## config.mk

```make
export PLATFORM = sky130hd
export DESIGN_NAME = sqrt_iter
export DESIGN_NICKNAME = d
export VERILOG_FILES = /design/src/rtl/sqrt_pkg.sv /design/src/rtl/sqrt_step.sv /design/src/rtl/sqrt_iter.sv
export SDC_FILE = /design/constraint.sdc
export NUM_CORES = 1
export LEC_CHECK = 0
export BUFFER_PORTS_ARGS = -buffer_cell sky130_fd_sc_hd__buf_2
export CAP_MARGIN = 20
export CORE_MARGIN = 2
export CORE_UTILIZATION = 57
export CTS_CLUSTER_SIZE = 28
export DETAILED_ROUTE_END_ITERATION = 10
export PLACE_DENSITY = 0.91
export SLEW_MARGIN = 20
export SYNTH_ARGS = -nofsm -noshare
export SYNTH_HDL_FRONTEND = slang
export SYNTH_SLANG_ARGS = --single-unit
```

## constraint.sdc

```tcl
create_clock -name clk_i -period 2.2 [get_ports clk_i]
set_input_delay 0.11 -clock clk_i [delete_from_list [all_inputs] [get_ports clk_i]]
set_output_delay 0.11 -clock clk_i [all_outputs]
set_load 0.02 [all_outputs]
```

## src/rtl/sqrt_pkg.sv

```systemverilog
// ---------------------------------------------------------------------------
// sqrt_pkg
// Shared definitions for the iterative integer square-root unit:
//   - state_t  : controller state encoding (IDLE / CALC / DONE)
//   - width_ok : operand-width legality check used at elaboration
// No ports (package).
// ---------------------------------------------------------------------------
package sqrt_pkg;

    typedef enum logic [1:0] {
        IDLE = 2'b00,
        CALC = 2'b01,
        DONE = 2'b10
    } state_t;

    // The recurrence consumes two operand bits per step, so the operand
    // width has to be even, and at least two steps are needed.
    function automatic bit width_ok(input int w);
        return (w >= 4) && ((w % 2) == 0);
    endfunction

endpackage

```

## src/rtl/sqrt_step.sv

```systemverilog
// ---------------------------------------------------------------------------
// sqrt_step
// One restoring digit step of the integer square root. Purely
// combinational, so it can be reused unrolled in a pipelined variant.
//   q      : partial root so far (RW bits)
//   r      : partial remainder so far (RW+2 bits)
//   pair   : next two operand bits, MSB first
//   q_next : partial root with the new digit appended
//   r_next : updated partial remainder
// ---------------------------------------------------------------------------
module sqrt_step #(
    parameter int RW = 8
) (
    input  logic [RW-1:0] q,
    input  logic [RW+1:0] r,
    input  logic [1:0]    pair,
    output logic [RW-1:0] q_next,
    output logic [RW+1:0] r_next
);

    // The shifted remainder and trial value are formed two bits wider than
    // the stored remainder so that every input bit takes part in the
    // compare. The extra upper bits are always zero in a legal sequence,
    // so truncating the result back to RW+2 bits loses nothing.
    localparam int EW = RW + 4;

    logic [EW-1:0] r_sh;
    logic [EW-1:0] trial;
    logic          ge;

    assign r_sh  = {r, pair};
    assign trial = {2'b00, q, 2'b01};
    assign ge    = (r_sh >= trial);

    assign r_next = ge ? (RW+2)'(r_sh - trial) : (RW+2)'(r_sh);
    // Shift the new digit in; the bit falling off the top is always zero
    // because q only ever holds as many digits as steps completed.
    assign q_next = RW'({q, ge});

endmodule

```

## src/rtl/sqrt_iter.sv

```systemverilog
// ---------------------------------------------------------------------------
// sqrt_iter
// Iterative unsigned integer square root: one root bit per clock.
// Produces root = floor(sqrt(x)) and rem = x - root^2 for a W-bit operand.
//   clk_i       : clock, rising edge
//   rst_ni      : asynchronous active-low reset
//   in_valid_i  : operand valid
//   in_ready_o  : unit idle and able to take an operand
//   x_i         : W-bit unsigned operand
//   out_valid_o : result valid (held until consumed)
//   out_ready_i : consumer takes the result
//   root_o      : RW-bit root
//   rem_o       : RW+1-bit remainder, never above 2*root
//   busy_o      : computing or holding a result
// Accept edge to out_valid_o rising is RW clock edges; the unit returns to
// IDLE on the result handshake and accepts again one cycle later.
// ---------------------------------------------------------------------------
module sqrt_iter
    import sqrt_pkg::*;
#(
    parameter  int W  = 16,
    localparam int RW = W / 2
) (
    input  logic          clk_i,
    input  logic          rst_ni,
    input  logic          in_valid_i,
    output logic          in_ready_o,
    input  logic [W-1:0]  x_i,
    output logic          out_valid_o,
    input  logic          out_ready_i,
    output logic [RW-1:0] root_o,
    output logic [RW:0]   rem_o,
    output logic          busy_o
);

    generate
        if (!width_ok(W)) begin : g_bad_width
            $error("sqrt_iter: W must be even and at least 4");
        end
    endgenerate

    localparam int CW = (RW > 1) ? $clog2(RW) : 1;

    state_t          state_q;
    state_t          state_d;
    logic [W-1:0]    x_q;
    logic [RW-1:0]   q_q;
    logic [RW+1:0]   r_q;
    logic [CW-1:0]   cnt_q;
    logic [RW-1:0]   q_nxt;
    logic [RW+1:0]   r_nxt;

    sqrt_step #(
        .RW (RW)
    ) u_step (
        .q      (q_q),
        .r      (r_q),
        .pair   (x_q[W-1:W-2]),
        .q_next (q_nxt),
        .r_next (r_nxt)
    );

    // State register
    always_ff @(posedge clk_i or negedge rst_ni) begin
        if (!rst_ni) begin
            state_q <= IDLE;
        end else begin
            state_q <= state_d;
        end
    end

    // Next-state logic
    always_comb begin
        state_d = state_q;
        unique case (state_q)
            IDLE:    if (in_valid_i)    state_d = CALC;
            CALC:    if (cnt_q == '0)   state_d = DONE;
            DONE:    if (out_ready_i)   state_d = IDLE;
            default:                    state_d = IDLE;
        endcase
    end

    // Outputs decoded from the state only
    always_comb begin
        in_ready_o  = (state_q == IDLE);
        out_valid_o = (state_q == DONE);
        busy_o      = (state_q == CALC) || (state_q == DONE);
    end

    // Datapath: operand shifter, partial root/remainder, step counter and
    // the result registers. The result registers are loaded from the last
    // step's combinational outputs so DONE is entered with them valid.
    always_ff @(posedge clk_i or negedge rst_ni) begin
        if (!rst_ni) begin
            x_q    <= '0;
            q_q    <= '0;
            r_q    <= '0;
            cnt_q  <= '0;
            root_o <= '0;
            rem_o  <= '0;
        end else begin
            unique case (state_q)
                IDLE: begin
                    if (in_valid_i) begin
                        x_q   <= x_i;
                        q_q   <= '0;
                        r_q   <= '0;
                        cnt_q <= CW'(RW - 1);
                    end
                end
                CALC: begin
                    x_q <= {x_q[W-3:0], 2'b00};
                    q_q <= q_nxt;
                    r_q <= r_nxt;
                    if (cnt_q == '0) begin
                        root_o <= q_nxt;
                        // Final remainder is at most 2*root, which fits RW+1 bits.
                        rem_o  <= (RW+1)'(r_nxt);
                    end else begin
                        cnt_q <= cnt_q - 1'b1;
                    end
                end
                default: ;
            endcase
        end
    end

endmodule

```

==> results.md, run 1 <==
Power
- 3100 µW — Internal Power
- 12.3% — fraction of power consumed by the clock network
- 57.8% — combinational share of power
- 42.2% — switching share of total power
- 29.9% — sequential share of power
- 0.00162 µW — static leakage
- 5370 µW — sum of internal, switching and leakage power
- 1600 nW/µm² — cell area power density
- 2270 µW — P_sw
- 1.18 mV — Worst VDD drop

Logic synthesis
- 324 — Post-Synthesis Net Count
- 9.83 µm² — Post-Syn Area per Cell
- 2840 µm² — post-synth design cell area
- 0 — number of enable-type register cells in the synthesized netlist
- sky130_fd_sc_hd__dfrtp_1 — post-synth top area cell
- sky130_fd_sc_hd__dfrtp_1 (56), sky130_fd_sc_hd__nand2_1 (47), sky130_fd_sc_hd__o21ai_0 (33) — Synth top cells by count
- 289 — post-synthesis cell count
- sky130_fd_sc_hd__dfrtp_1 (49%), sky130_fd_sc_hd__mux2i_1 (7.4%), sky130_fd_sc_hd__ha_1 (6.6%), sky130_fd_sc_hd__nand2_1 (6.2%), sky130_fd_sc_hd__o21ai_0 (5.8%) — most area-consuming cells after synthesis
- 100% — async set-reset flop share out of synthesis
- 56 — post-synthesis sequential element count
- 49.3% — sequential cell area fraction in the yosys report
- 35 — number of library cell types mapped by synthesis
- sky130_fd_sc_hd__dfrtp_1 — most used flip-flop cell after synthesis
- sky130_fd_sc_hd__dfrtp_1 — most common cell in the synthesized netlist
- 49.3% — share of the synthesized area in the top cell type
- 0 — count of yosys warnings during synthesis

Floorplanning
- 74.6 µm — DIE HEIGHT
- 40 — I/O pins
- 4750 µm² — core region area
- 25 — number of placement rows
- 74.6 µm — DIE WIDTH
- 59.8% — initial core utilization
- 5570 µm² — area of the die

GRT
- 0 — final global-route overflow total
- 22.5% — total routing resource utilization after global routing
- 2,131 — number of global-route vias before repair
- 0 — initial antenna violation count
- 9500 µm — global-route wire length before repair
- 43 — largest net degree at the start of global routing

Clocking
- 2 — worst-case clock buffer depth
- done — clock tree from TritonCTS
- sky130_fd_sc_hd__clkbuf_8 — master cell of the clock root buffer
- 2 — number of levels in the clock H-tree
- 5 — number of buffers inserted during clock tree synthesis
- 56 — TritonCTS Sinks
- 100 ps — CTS clock-pin slew for the worst setup and hold paths
- 310 ps — clock latency on the worst-skew pair

Setup path
- 2420 ps — Worst Path Required
- flip-flop to flip-flop — start-to-end type of the worst setup path
- 2310 ps — arrival time of data at the critical path endpoint
- 5 — crit-path max FO
- flip-flop — startpoint type of the worst setup path
- flip-flop — element type at the critical path end

Drt
- 104 — First DRT Iteration DRCs
- 5740 µm — post-detailed-routing wire length
- 0 — Routed Antenna Nets
- 0 — remaining routing DRC violations
- 2,146 — vias
- 5.29 — average via count per standard cell
- 4 — number of optimization iterations in the first detailed-route pass
- 14.1 µm — average wire per standard cell

Timing
- 0 ps — aggregate negative setup slack
- 78.9 ps — Min Hold Slack
- 0 — Final Hold Viols
- 2090 ps — crit path time final
- 0 — Setup-failing EPs final
- 109 ps — worst-case setup margin in the final layout
- 7.82 ps — clock skew after layout
- 39.9% — headroom to the max-slew limit
- 95.0% — fin crit share
- 0 — max-slew violations
- 0.478 GHz — peak clock frequency supported by timing
- 901 ps — transition time at the pin with the least slew margin

Finish
- 406 — Cell Count, Final, Fillers Out
- 22.7% — fraction of final layout cells with drive strength greater than 1
- 358 — fill cell instance count of the final layout
- 18.1% — area added between synthesis and finish
- 0 — Diodes inserted
- 1400 µm² — area of all sequential standard cells
- 1370 µm² — area of combinational cells with multiple inputs
- 373 — NumNets Final

Run status
- finished clean — outcome

Placed design
- 0.906 — RD Place Congestion
- 393 — placed cell count
- 80.2 ps — worst slack at placement
- 4120 µm — HPWL reported at the end of detailed placement
- 39 — number of buffers added on ports

Flow run
- 0 — reported max-cap violation count

Min path
- input pin to flip-flop — HP Class

-- critical path, stage by stage (launching register included) --
cell                        delay, ps
sky130_fd_sc_hd__dfrtp_1          420
sky130_fd_sc_hd__ha_1             360
sky130_fd_sc_hd__a2111oi_2        460
sky130_fd_sc_hd__o21ai_2          140
sky130_fd_sc_hd__buf_4            170
sky130_fd_sc_hd__mux2_2           290
sky130_fd_sc_hd__o21ai_0          160
-- cell type report --
cell class | instances | share of cell area, %
Sequential cell | 56 | 41.8
Multi-Input combinational cell | 202 | 40.8
Timing Repair Buffer | 56 | 9.81
Tap cell | 67 | 2.50
Clock buffer | 6 | 2.16
Inverter | 17 | 1.90
Clock inverter | 2 | 1.04
-- layout by cell type (no fill, tap or decap), types with 3 or more instances in the layout --
master                      n
sky130_fd_sc_hd__ha_4       5
sky130_fd_sc_hd__o21ai_1   16
sky130_fd_sc_hd__clkbuf_8   5
sky130_fd_sc_hd__o21ai_0   32
sky130_fd_sc_hd__ha_1      10
sky130_fd_sc_hd__buf_4     15
sky130_fd_sc_hd__mux2i_1   20
sky130_fd_sc_hd__nand2_1   47
sky130_fd_sc_hd__dfrtp_1   56
sky130_fd_sc_hd__nand2b_1   4
sky130_fd_sc_hd__nor2_1     6
sky130_fd_sc_hd__nand3_1    4
sky130_fd_sc_hd__a21oi_1   10
sky130_fd_sc_hd__inv_1     17
sky130_fd_sc_hd__o21a_1     4
sky130_fd_sc_hd__o22ai_1    9
sky130_fd_sc_hd__buf_2     39
sky130_fd_sc_hd__xnor2_1    5
sky130_fd_sc_hd__o21ai_2    3
sky130_fd_sc_hd__a31oi_1    4
-- metal layers --
| layer | vias up | wire [µm] | track usage (%) |
|---|---|---|---|
| li1 | 1096 | - | - |
| met1 | 996 | 2600 | 29.9 |
| met2 | 43 | 2820 | 37.2 |
| met3 | 11 | 185 | 4.34 |
| met4 | 0 | 129 | 8.13 |
| met5 | - | 0 | 0 |
-- flip-flops by register name (all words and copies together) (netlist names) --
register	cells
cnt_q	3
x_q	16
root_o	8
r_q	10
q_q	8
state_q	2
rem_o	9
-- timing repair --
item / in CTS / in global routing
hold buffers: 1 / 0
endpoints found under the hold margin: 40 / 0
gates resized for setup: 0 / 11
setup buffers: 0 / 4
endpoints found under the setup margin: 0 / 13
-- final timing paths --
kind,from,endpoint,slack (ps),cells after the start
max in group asynchronous,rst_ni,x_q[0],1050,3
setup / recovery,r_q[7],r_q[1],110,6
min in group asynchronous,rst_ni,x_q[8],460,2
hold / removal,x_i[9],x_q[9],80,3
setup reg to reg,r_q[7],r_q[1],110,6
hold reg to reg,root_o[4],root_o[4],490,2
-- cell families (layout without fill, tap and decap cells) --
family                   Yosys count  in the layout  share of synthesized area, %
AO/OA/AOI/OAI                     87             87                          17.6
AND/OR/NAND/NOR                   69             69                          10.5
flip-flops                        56             56                          49.3
buffers and inverters             31             81                          5.33
multiplexers                      23             23                          8.19
adder cells (fa/ha/maj)           15             15                          6.61
XOR/XNOR                           8              8                          2.47
-- power by group through the flow --
| stage | clock network, µW | registers [µW] | logic [µW] |
|---|---|---|---|
| 2_1_floorplan | 0 | 1630 | 2170 |
| 5_1_grt | 720 | 1640 | 3460 |
| 4_1_cts | 668 | 1590 | 2810 |
| 3_3_place_gp | 0 | 1590 | 2710 |
| 3_5_place_dp | 0 | 1610 | 2790 |
| 6_report | 660 | 1610 | 3100 |
-- stage by stage --
stage,instance area [µm²],utilization [%]
6_report,3360,70.6
5_1_grt,3360,70.6
4_1_cts,3240,68.2
3_5_place_dp,3130,65.8
3_3_place_gp,3130,65.8
2_1_floorplan,2840,-
Note: power is estimated with default switching activity, not from simulation.
==> run 2, diff against run 1 <==
--- a/config.mk
+++ b/config.mk
@@ -5,13 +5,14 @@
 export SDC_FILE = /design/constraint.sdc
 export NUM_CORES = 1
 export LEC_CHECK = 0
+export ABC_AREA = 1
 export BUFFER_PORTS_ARGS = -buffer_cell sky130_fd_sc_hd__buf_2
 export CAP_MARGIN = 20
 export CORE_MARGIN = 2
-export CORE_UTILIZATION = 57
+export CORE_UTILIZATION = 58
 export CTS_CLUSTER_SIZE = 28
 export DETAILED_ROUTE_END_ITERATION = 10
-export PLACE_DENSITY = 0.91
+export PLACE_DENSITY = 0.92
 export SLEW_MARGIN = 20
 export SYNTH_ARGS = -nofsm -noshare
 export SYNTH_HDL_FRONTEND = slang
==> run 2 against run 1 <==
  * Clock power increased by 18%
  * Clock-buffer cell count decreased by 1
  * Combinational power increased by 16%
  * Clock skew fell by 3.0 ps
  * Core utilization shrank 2.6 points
  * Maximum frequency is 3.9% higher
  * Power rose by 12%
  * Highest routed layer unchanged
  * Critical endpoint is now rem_o[5]
  * Largest cell class is now multi-input combinational cells
  * Via count up 23%
==> results.md, run 2 <==
Drt
- 12.9 µm — average wire per standard cell, was 14.1 µm
- 5.22 — average via count per standard cell, was 5.29
- 6530 µm — post-detailed-routing wire length, was 5740 µm
- 4 — number of optimization iterations in the first detailed-route pass, unchanged
- 2,645 — vias, was 2,146
- 0 — remaining routing DRC violations, unchanged
- 0 — Routed Antenna Nets, unchanged
- 164 — First DRT Iteration DRCs, was 104

Logic synthesis
- 100% — async set-reset flop share out of synthesis, unchanged
- 30 — number of library cell types mapped by synthesis, was 35
- 399 — post-synthesis cell count, was 289
- 0 — number of enable-type register cells in the synthesized netlist, unchanged
- 45.1% — share of the synthesized area in the top cell type, was 49.3%
- sky130_fd_sc_hd__dfrtp_1 — post-synth top area cell, unchanged
- 434 — Post-Synthesis Net Count, was 324
- 3110 µm² — post-synth design cell area, was 2840 µm²
- sky130_fd_sc_hd__dfrtp_1 (45%), sky130_fd_sc_hd__nand2_1 (16%), sky130_fd_sc_hd__inv_1 (6.5%), sky130_fd_sc_hd__ha_1 (6.0%), sky130_fd_sc_hd__o21ai_0 (3.9%) — most area-consuming cells after synthesis, was sky130_fd_sc_hd__dfrtp_1 (49%), sky130_fd_sc_hd__mux2i_1 (7.4%), sky130_fd_sc_hd__ha_1 (6.6%), sky130_fd_sc_hd__nand2_1 (6.2%), sky130_fd_sc_hd__o21ai_0 (5.8%)
- sky130_fd_sc_hd__nand2_1 (132), sky130_fd_sc_hd__dfrtp_1 (56), sky130_fd_sc_hd__inv_1 (54) — Synth top cells by count, was sky130_fd_sc_hd__dfrtp_1 (56), sky130_fd_sc_hd__nand2_1 (47), sky130_fd_sc_hd__o21ai_0 (33)
- 45.1% — sequential cell area fraction in the yosys report, was 49.3%
- 56 — post-synthesis sequential element count, unchanged
- 7.78 µm² — Post-Syn Area per Cell, was 9.83 µm²
- sky130_fd_sc_hd__dfrtp_1 — most used flip-flop cell after synthesis, unchanged
- sky130_fd_sc_hd__nand2_1 — most common cell in the synthesized netlist, was sky130_fd_sc_hd__dfrtp_1
- 0 — count of yosys warnings during synthesis, unchanged

Power
- 0.00191 µW — static leakage, was 0.00162 µW
- 0.981 mV — Worst VDD drop, was 1.18 mV
- 1730 nW/µm² — cell area power density, was 1600 nW/µm²
- 6030 µW — sum of internal, switching and leakage power, was 5370 µW

Finish
- 507 — Cell Count, Final, Fillers Out, was 406
- 472 — NumNets Final, was 373
- sky130_fd_sc_hd__nand2_1 — most common library cell in the layout ignoring fill and taps, was sky130_fd_sc_hd__dfrtp_1
- sky130_fd_sc_hd__nand2_1 (132), sky130_fd_sc_hd__dfrtp_1 (56), sky130_fd_sc_hd__inv_1 (54) — most used cells in the layout excluding fill and tap cells, was sky130_fd_sc_hd__dfrtp_1 (56), sky130_fd_sc_hd__nand2_1 (47), sky130_fd_sc_hd__buf_2 (39)
- 16 — max reg flops, unchanged
- x_q (16), r_q (10), rem_o (9) — largest registers, unchanged
- 16.5% — fraction of final layout cells with drive strength greater than 1, was 22.7%
- 67.9% — Util after Layout, was 70.6%
- 0 — Diodes inserted, unchanged
- x_q — most flop-heavy register, unchanged
- 12.4% — area added between synthesis and finish, was 18.1%

Setup path
- sky130_fd_sc_hd__dfrtp_1 — library cell contributing the largest single delay on the critical path, was sky130_fd_sc_hd__a2111oi_2
- 2410 ps — Worst Path Required, was 2420 ps
- flip-flop to flip-flop — start-to-end type of the worst setup path, unchanged
- inv_1 -> ha_1 -> nand2_1 -> nand2_2 -> nor2_4 -> nand2_2 -> nand2_4 -> nand3_4 -> nand2_1 -> nand2_1 -> nand2_1 -> nand2_1 — Critical Path, Cell by Cell, was ha_1 -> a2111oi_2 -> o21ai_2 -> buf_4 -> mux2_2 -> o21ai_0
- 1 — Buffers & Inverters on Critical Path, unchanged
- 12 — crit-path max FO, was 5
- 190 ps — R2R Setup Slk, was 110 ps
- 12 — worst-case reg-to-reg path depth, was 6
- flip-flop — element type at the critical path end, unchanged
- sky130_fd_sc_hd__nand2_1 — cell seen most often among critical-path stages
- 2220 ps — arrival time of data at the critical path endpoint, was 2310 ps
- simple AND/OR/NAND/NOR gates — cell class contributing the biggest share of worst-path delay, was compound AO/OA/AOI/OAI gates
- 390 ps — largest stage delay on the critical path, was 460 ps
- flip-flop — startpoint type of the worst setup path, unchanged
- 12 — critical path depth in cells, was 6

Timing
- 91.5% — fin crit share, was 95.0%
- 689 ps — transition time at the pin with the least slew margin, was 901 ps
- no — RSZ-0062 raised after global routing
- 54.1% — headroom to the max-slew limit, was 39.9%
- 0 ps — aggregate negative setup slack, unchanged
- 32.2 ps — Min Hold Slack, was 78.9 ps
- 0.497 GHz — peak clock frequency supported by timing, was 0.478 GHz
- 0 — Setup-failing EPs final, unchanged
- 0 — max-slew violations, unchanged
- 4.84 ps — clock skew after layout, was 7.82 ps
- 2010 ps — crit path time final, was 2090 ps
- 0 — Final Hold Viols, unchanged

Clocking
- 310 ps — clock latency on the worst-skew pair, about the same
- 56 — TritonCTS Sinks, unchanged
- 2 — worst-case clock buffer depth, unchanged
- done — clock tree from TritonCTS, unchanged
- 0 — PostCTS Resize Cnt, unchanged
- 5 — number of buffers inserted during clock tree synthesis, unchanged
- 100 ps — CTS clock-pin slew for the worst setup and hold paths, about the same
- sky130_fd_sc_hd__clkbuf_8 — master cell of the clock root buffer, unchanged
- 2 — number of levels in the clock H-tree, unchanged

Placed design
- 4700 µm — HPWL reported at the end of detailed placement, was 4120 µm
- 0.911 — RD Place Congestion, was 0.906
- 499 — placed cell count, was 393
- 39 — number of buffers added on ports, unchanged

Floorplanning
- 5960 µm² — area of the die, was 5570 µm²
- 40 — I/O pins, unchanged
- 5140 µm² — core region area, was 4750 µm²
- 60.4% — initial core utilization, was 59.8%
- 26 — number of placement rows, was 25
- 77.2 µm — DIE WIDTH, was 74.6 µm
- 77.2 µm — DIE HEIGHT, was 74.6 µm

GRT
- 2,473 — number of global-route vias before repair, was 2,131
- 23.2% — total routing resource utilization after global routing, was 22.5%
- 57 — largest net degree at the start of global routing, was 43
- 0 — initial antenna violation count, unchanged
- 0 — final global-route overflow total, unchanged
- 11,100 µm — global-route wire length before repair, was 9500 µm

Min path
- 3 — worst hold path stage count, unchanged
- input pin to flip-flop — HP Class, unchanged

Run status
- finished clean — outcome, unchanged

Flow run
- 0 — reported max-cap violation count, unchanged

## run 2: cells by family after synthesis
logic type	after synthesis	share of synthesized area [%]
XOR/XNOR	4	1.13
flip-flops	56	45.1
AO/OA/AOI/OAI	54	9.99
adder cells (fa/ha/maj)	15	6.04
AND/OR/NAND/NOR	198	28.1
buffers and inverters	72	9.59
## run 2: repair_timing
item,in CTS,in global routing
hold buffers,1,0
endpoints found under the hold margin,56,0
buffers inserted,0,0
## run 2: metrics by stage
step | worst slack, ps | cell area, µm²
3_5_place_dp | 293 | 3350
3_3_place_gp | 337 | 3350
6_report | 188 | 3490
4_1_cts | 244 | 3490
2_1_floorplan | 471 | 3110
5_1_grt | 78.3 | 3490
## run 2: final timing paths
kind                          start        to
max                          q_q[1]  rem_o[5]
min                          x_i[0]    x_q[0]
max reg2reg                  q_q[1]  rem_o[5]
min reg2reg                rem_o[3]  rem_o[3]
max in group asynchronous    rst_ni    r_q[5]
min in group asynchronous    rst_ni    q_q[5]
## run 2: final cells by class
class | instances | area [µm²]
fillers | 449 | 1650
multi-input cells | 271 | 1410
flip-flops and latches | 56 | 1400
repair buffers | 47 | 258
inverters | 56 | 210
well taps | 70 | 87.6
clock buffers | 5 | 68.8
clock inverters | 2 | 60.1
## run 2: power breakdown
part           internal (µW)  switching, µW  leakage, µW
clock network            448            332    0.0000642
logic                   1210           2390      0.00113
registers               1430            217     0.000719
## run 2: worst min-delay path, stage by stage
cell	delay, ps
sky130_fd_sc_hd__buf_2	80
sky130_fd_sc_hd__nand3_1	60
sky130_fd_sc_hd__o21ai_0	70
## run 2: per-layer routing
layer	wire length [µm]	global-route usage (%)	up-vias
li1	-	-	1344
met1	3010	31.7	1203
met2	3030	36.9	82
met3	314	4.24	16
met4	164	9.29	0
met5	0	0	-
==> run 3, diff against run 2 <==
--- a/config.mk
+++ b/config.mk
@@ -8,7 +8,7 @@
 export ABC_AREA = 1
 export BUFFER_PORTS_ARGS = -buffer_cell sky130_fd_sc_hd__buf_2
 export CAP_MARGIN = 20
-export CORE_MARGIN = 2
+export CORE_MARGIN = 1.5
 export CORE_UTILIZATION = 58
 export CTS_CLUSTER_SIZE = 28
 export DETAILED_ROUTE_END_ITERATION = 10
==> run 3 against run 2 <==
  * Clock-buffer cell count did not move
  * Power is 1.6% lower
  * Sequential share of layout area up 0.14 points
  * Global-route usage rose by 2.0 points
  * Flip-flop and latch count is the same
  * Clock power decreased by 13%
  * Setup slack got worse by 7.5 ps
  * Combinational power is essentially flat
  * First-iteration DRC count rose by 7.9%
  * Largest cell class unchanged
==> results.md, run 3 (synthesis results as in run 2) <==
Timing
- 0 — max-slew violations, unchanged
- 53.7% — headroom to the max-slew limit, was 54.1%
- 91.8% — fin crit share, was 91.5%
- 0 ps — aggregate negative setup slack, unchanged
- 0 — Setup-failing EPs final, unchanged
- 0.495 GHz — peak clock frequency supported by timing, was 0.497 GHz
- 2020 ps — crit path time final, was 2010 ps
- 0 — Final Hold Viols, unchanged
- 695 ps — transition time at the pin with the least slew margin, was 689 ps
- 6.47 ps — clock skew after layout, was 4.84 ps
- no — RSZ-0062 raised after global routing, unchanged

Power
- 5940 µW — sum of internal, switching and leakage power, was 6030 µW
- 49.4% — switching share of total power, was 48.8%
- 1.01 mV — Worst VDD drop, was 0.981 mV
- 0.00190 µW — static leakage, was 0.00191 µW
- 1710 nW/µm² — cell area power density, was 1730 nW/µm²
- 11.4% — fraction of power consumed by the clock network, was 12.9%
- 27.7% — sequential share of power, was 27.3%
- 61.0% — combinational share of power, was 59.8%
- 2940 µW — P_sw, about the same
- 3000 µW — Internal Power, was 3090 µW

GRT
- 0 — final global-route overflow total, unchanged
- 0 — initial antenna violation count, unchanged
- 25.3% — total routing resource utilization after global routing, was 23.2%
- 57 — largest net degree at the start of global routing, unchanged
- 11,800 µm — global-route wire length before repair, was 11,100 µm
- 2,559 — number of global-route vias before repair, was 2,473

Placed design
- 0.959 — RD Place Congestion, was 0.911
- 4750 µm — HPWL reported at the end of detailed placement, was 4700 µm
- 39 — number of buffers added on ports, unchanged

Clocking
- done — clock tree from TritonCTS, unchanged
- sky130_fd_sc_hd__clkbuf_8 — master cell of the clock root buffer, unchanged
- 100 ps — CTS clock-pin slew for the worst setup and hold paths, about the same
- 310 ps — clock latency on the worst-skew pair, about the same
- 5 — number of buffers inserted during clock tree synthesis, unchanged
- 56 — TritonCTS Sinks, unchanged
- 2 — worst-case clock buffer depth, unchanged
- 2 — number of levels in the clock H-tree, unchanged

Floorplanning
- 40 — I/O pins, unchanged
- 5800 µm² — area of the die, was 5960 µm²
- 76.2 µm — DIE WIDTH, was 77.2 µm
- 60.4% — initial core utilization, unchanged
- 76.2 µm — DIE HEIGHT, was 77.2 µm
- 5140 µm² — core region area, unchanged
- 26 — number of placement rows, unchanged

Finish
- 16.5% — fraction of final layout cells with drive strength greater than 1, unchanged
- x_q (16), r_q (10), rem_o (9) — largest registers, unchanged
- 12.0% — area added between synthesis and finish, was 12.4%
- 16 — max reg flops, unchanged
- 67.7% — Util after Layout, was 67.9%
- x_q — most flop-heavy register, unchanged
- sky130_fd_sc_hd__nand2_1 (132), sky130_fd_sc_hd__dfrtp_1 (56), sky130_fd_sc_hd__inv_1 (54) — most used cells in the layout excluding fill and tap cells, unchanged
- sky130_fd_sc_hd__nand2_1 — most common library cell in the layout ignoring fill and taps, unchanged
- 471 — NumNets Final, was 472
- 0 — Diodes inserted, unchanged

Drt
- 2,641 — vias, was 2,645
- 6600 µm — post-detailed-routing wire length, was 6530 µm
- 5.21 — average via count per standard cell, was 5.22
- 4 — number of optimization iterations in the first detailed-route pass, unchanged
- 177 — First DRT Iteration DRCs, was 164
- 13.0 µm — average wire per standard cell, was 12.9 µm
- 0 — Routed Antenna Nets, unchanged
- 0 — remaining routing DRC violations, unchanged

Setup path
- 32 — crit-path max FO, was 12
- flip-flop — element type at the critical path end, unchanged
- 2390 ps — Worst Path Required, was 2410 ps
- flip-flop to flip-flop — start-to-end type of the worst setup path, unchanged
- 2210 ps — arrival time of data at the critical path endpoint, was 2220 ps
- flip-flop — startpoint type of the worst setup path, unchanged

Min path
- input pin to flip-flop — HP Class, unchanged

Flow run
- 0 — reported max-cap violation count, unchanged

Run status
- finished clean — outcome, unchanged

-- run 3: routing by layer --
layer / wire (µm) / vias up / part of all wire, % / track usage, %
met5: 0 / - / 0 / 0
met4: 158 / 0 / 2.4 / 9.63
met3: 265 / 14 / 4.0 / 4.43
met1: 3020 / 1215 / 46 / 34.2
li1: - / 1342 / - / -
met2: 3150 / 70 / 48 / 40.9
-- run 3: area by class of cell --
cell class | count | area, µm²
Multi-Input combinational cell | 271 | 1410
Inverter | 56 | 210
Tap cell | 70 | 87.6
Clock buffer | 5 | 68.8
Timing Repair Buffer | 46 | 263
Sequential cell | 56 | 1400
Fill cell | 447 | 1660
Clock inverter | 3 | 42.5
-- run 3: critical path: stages (launching register included) --
cell and delay [ps]:
sky130_fd_sc_hd__dfrtp_1 420, sky130_fd_sc_hd__inv_1 100, sky130_fd_sc_hd__ha_1 220, sky130_fd_sc_hd__inv_1 80, sky130_fd_sc_hd__nor2_1 160, sky130_fd_sc_hd__inv_1 70
sky130_fd_sc_hd__o21ai_0 130, sky130_fd_sc_hd__inv_1 270, sky130_fd_sc_hd__buf_12 240, sky130_fd_sc_hd__o211ai_1 80, sky130_fd_sc_hd__o21ai_0 120
-- run 3: power by group through the flow --
stage / Sequential [µW] / Clock, µW / Combinational (µW)
after floorplan: 1740 / 0 / 2770
after global placement: 1640 / 0 / 3460
after detailed placement: 1660 / 0 / 3580
after CTS: 1640 / 676 / 3610
after global routing: 1690 / 729 / 4120
final: 1640 / 676 / 3620
-- run 3: final timing paths --
path | start | endpoint | slack, ps | depth (start not counted)
worst min-delay path | x_i[8] | x_q[8] | 40 | 3
min in group asynchronous | rst_ni | q_q[4] | 450 | 3
worst max register to register | state_q[0] | x_q[6] | 180 | 10
worst max-delay path | state_q[0] | x_q[6] | 180 | 10
max in group asynchronous | rst_ni | x_q[14] | 1290 | 3
worst min register to register | rem_o[1] | rem_o[1] | 480 | 2
-- run 3: metrics by stage --
| step | hold WS (ps) | instance area (µm²) | worst slack, ps | cells |
|---|---|---|---|---|
| after global routing | 46.5 | 3480 | 28.2 | 507 |
| after global placement | 281 | 3360 | 304 | 498 |
| after CTS | 35.7 | 3480 | 209 | 507 |
| after floorplan | -186 | 3110 | 471 | 399 |
| final | 36.6 | 3480 | 180 | 507 |
| after detailed placement | 283 | 3360 | 232 | 498 |
-- run 3: timing repair --
item | CTS | global route
hold endpoints to repair | 56 | 0
setup buffers | 0 | 0
hold buffers | 1 | 0
resized for setup | 0 | 0
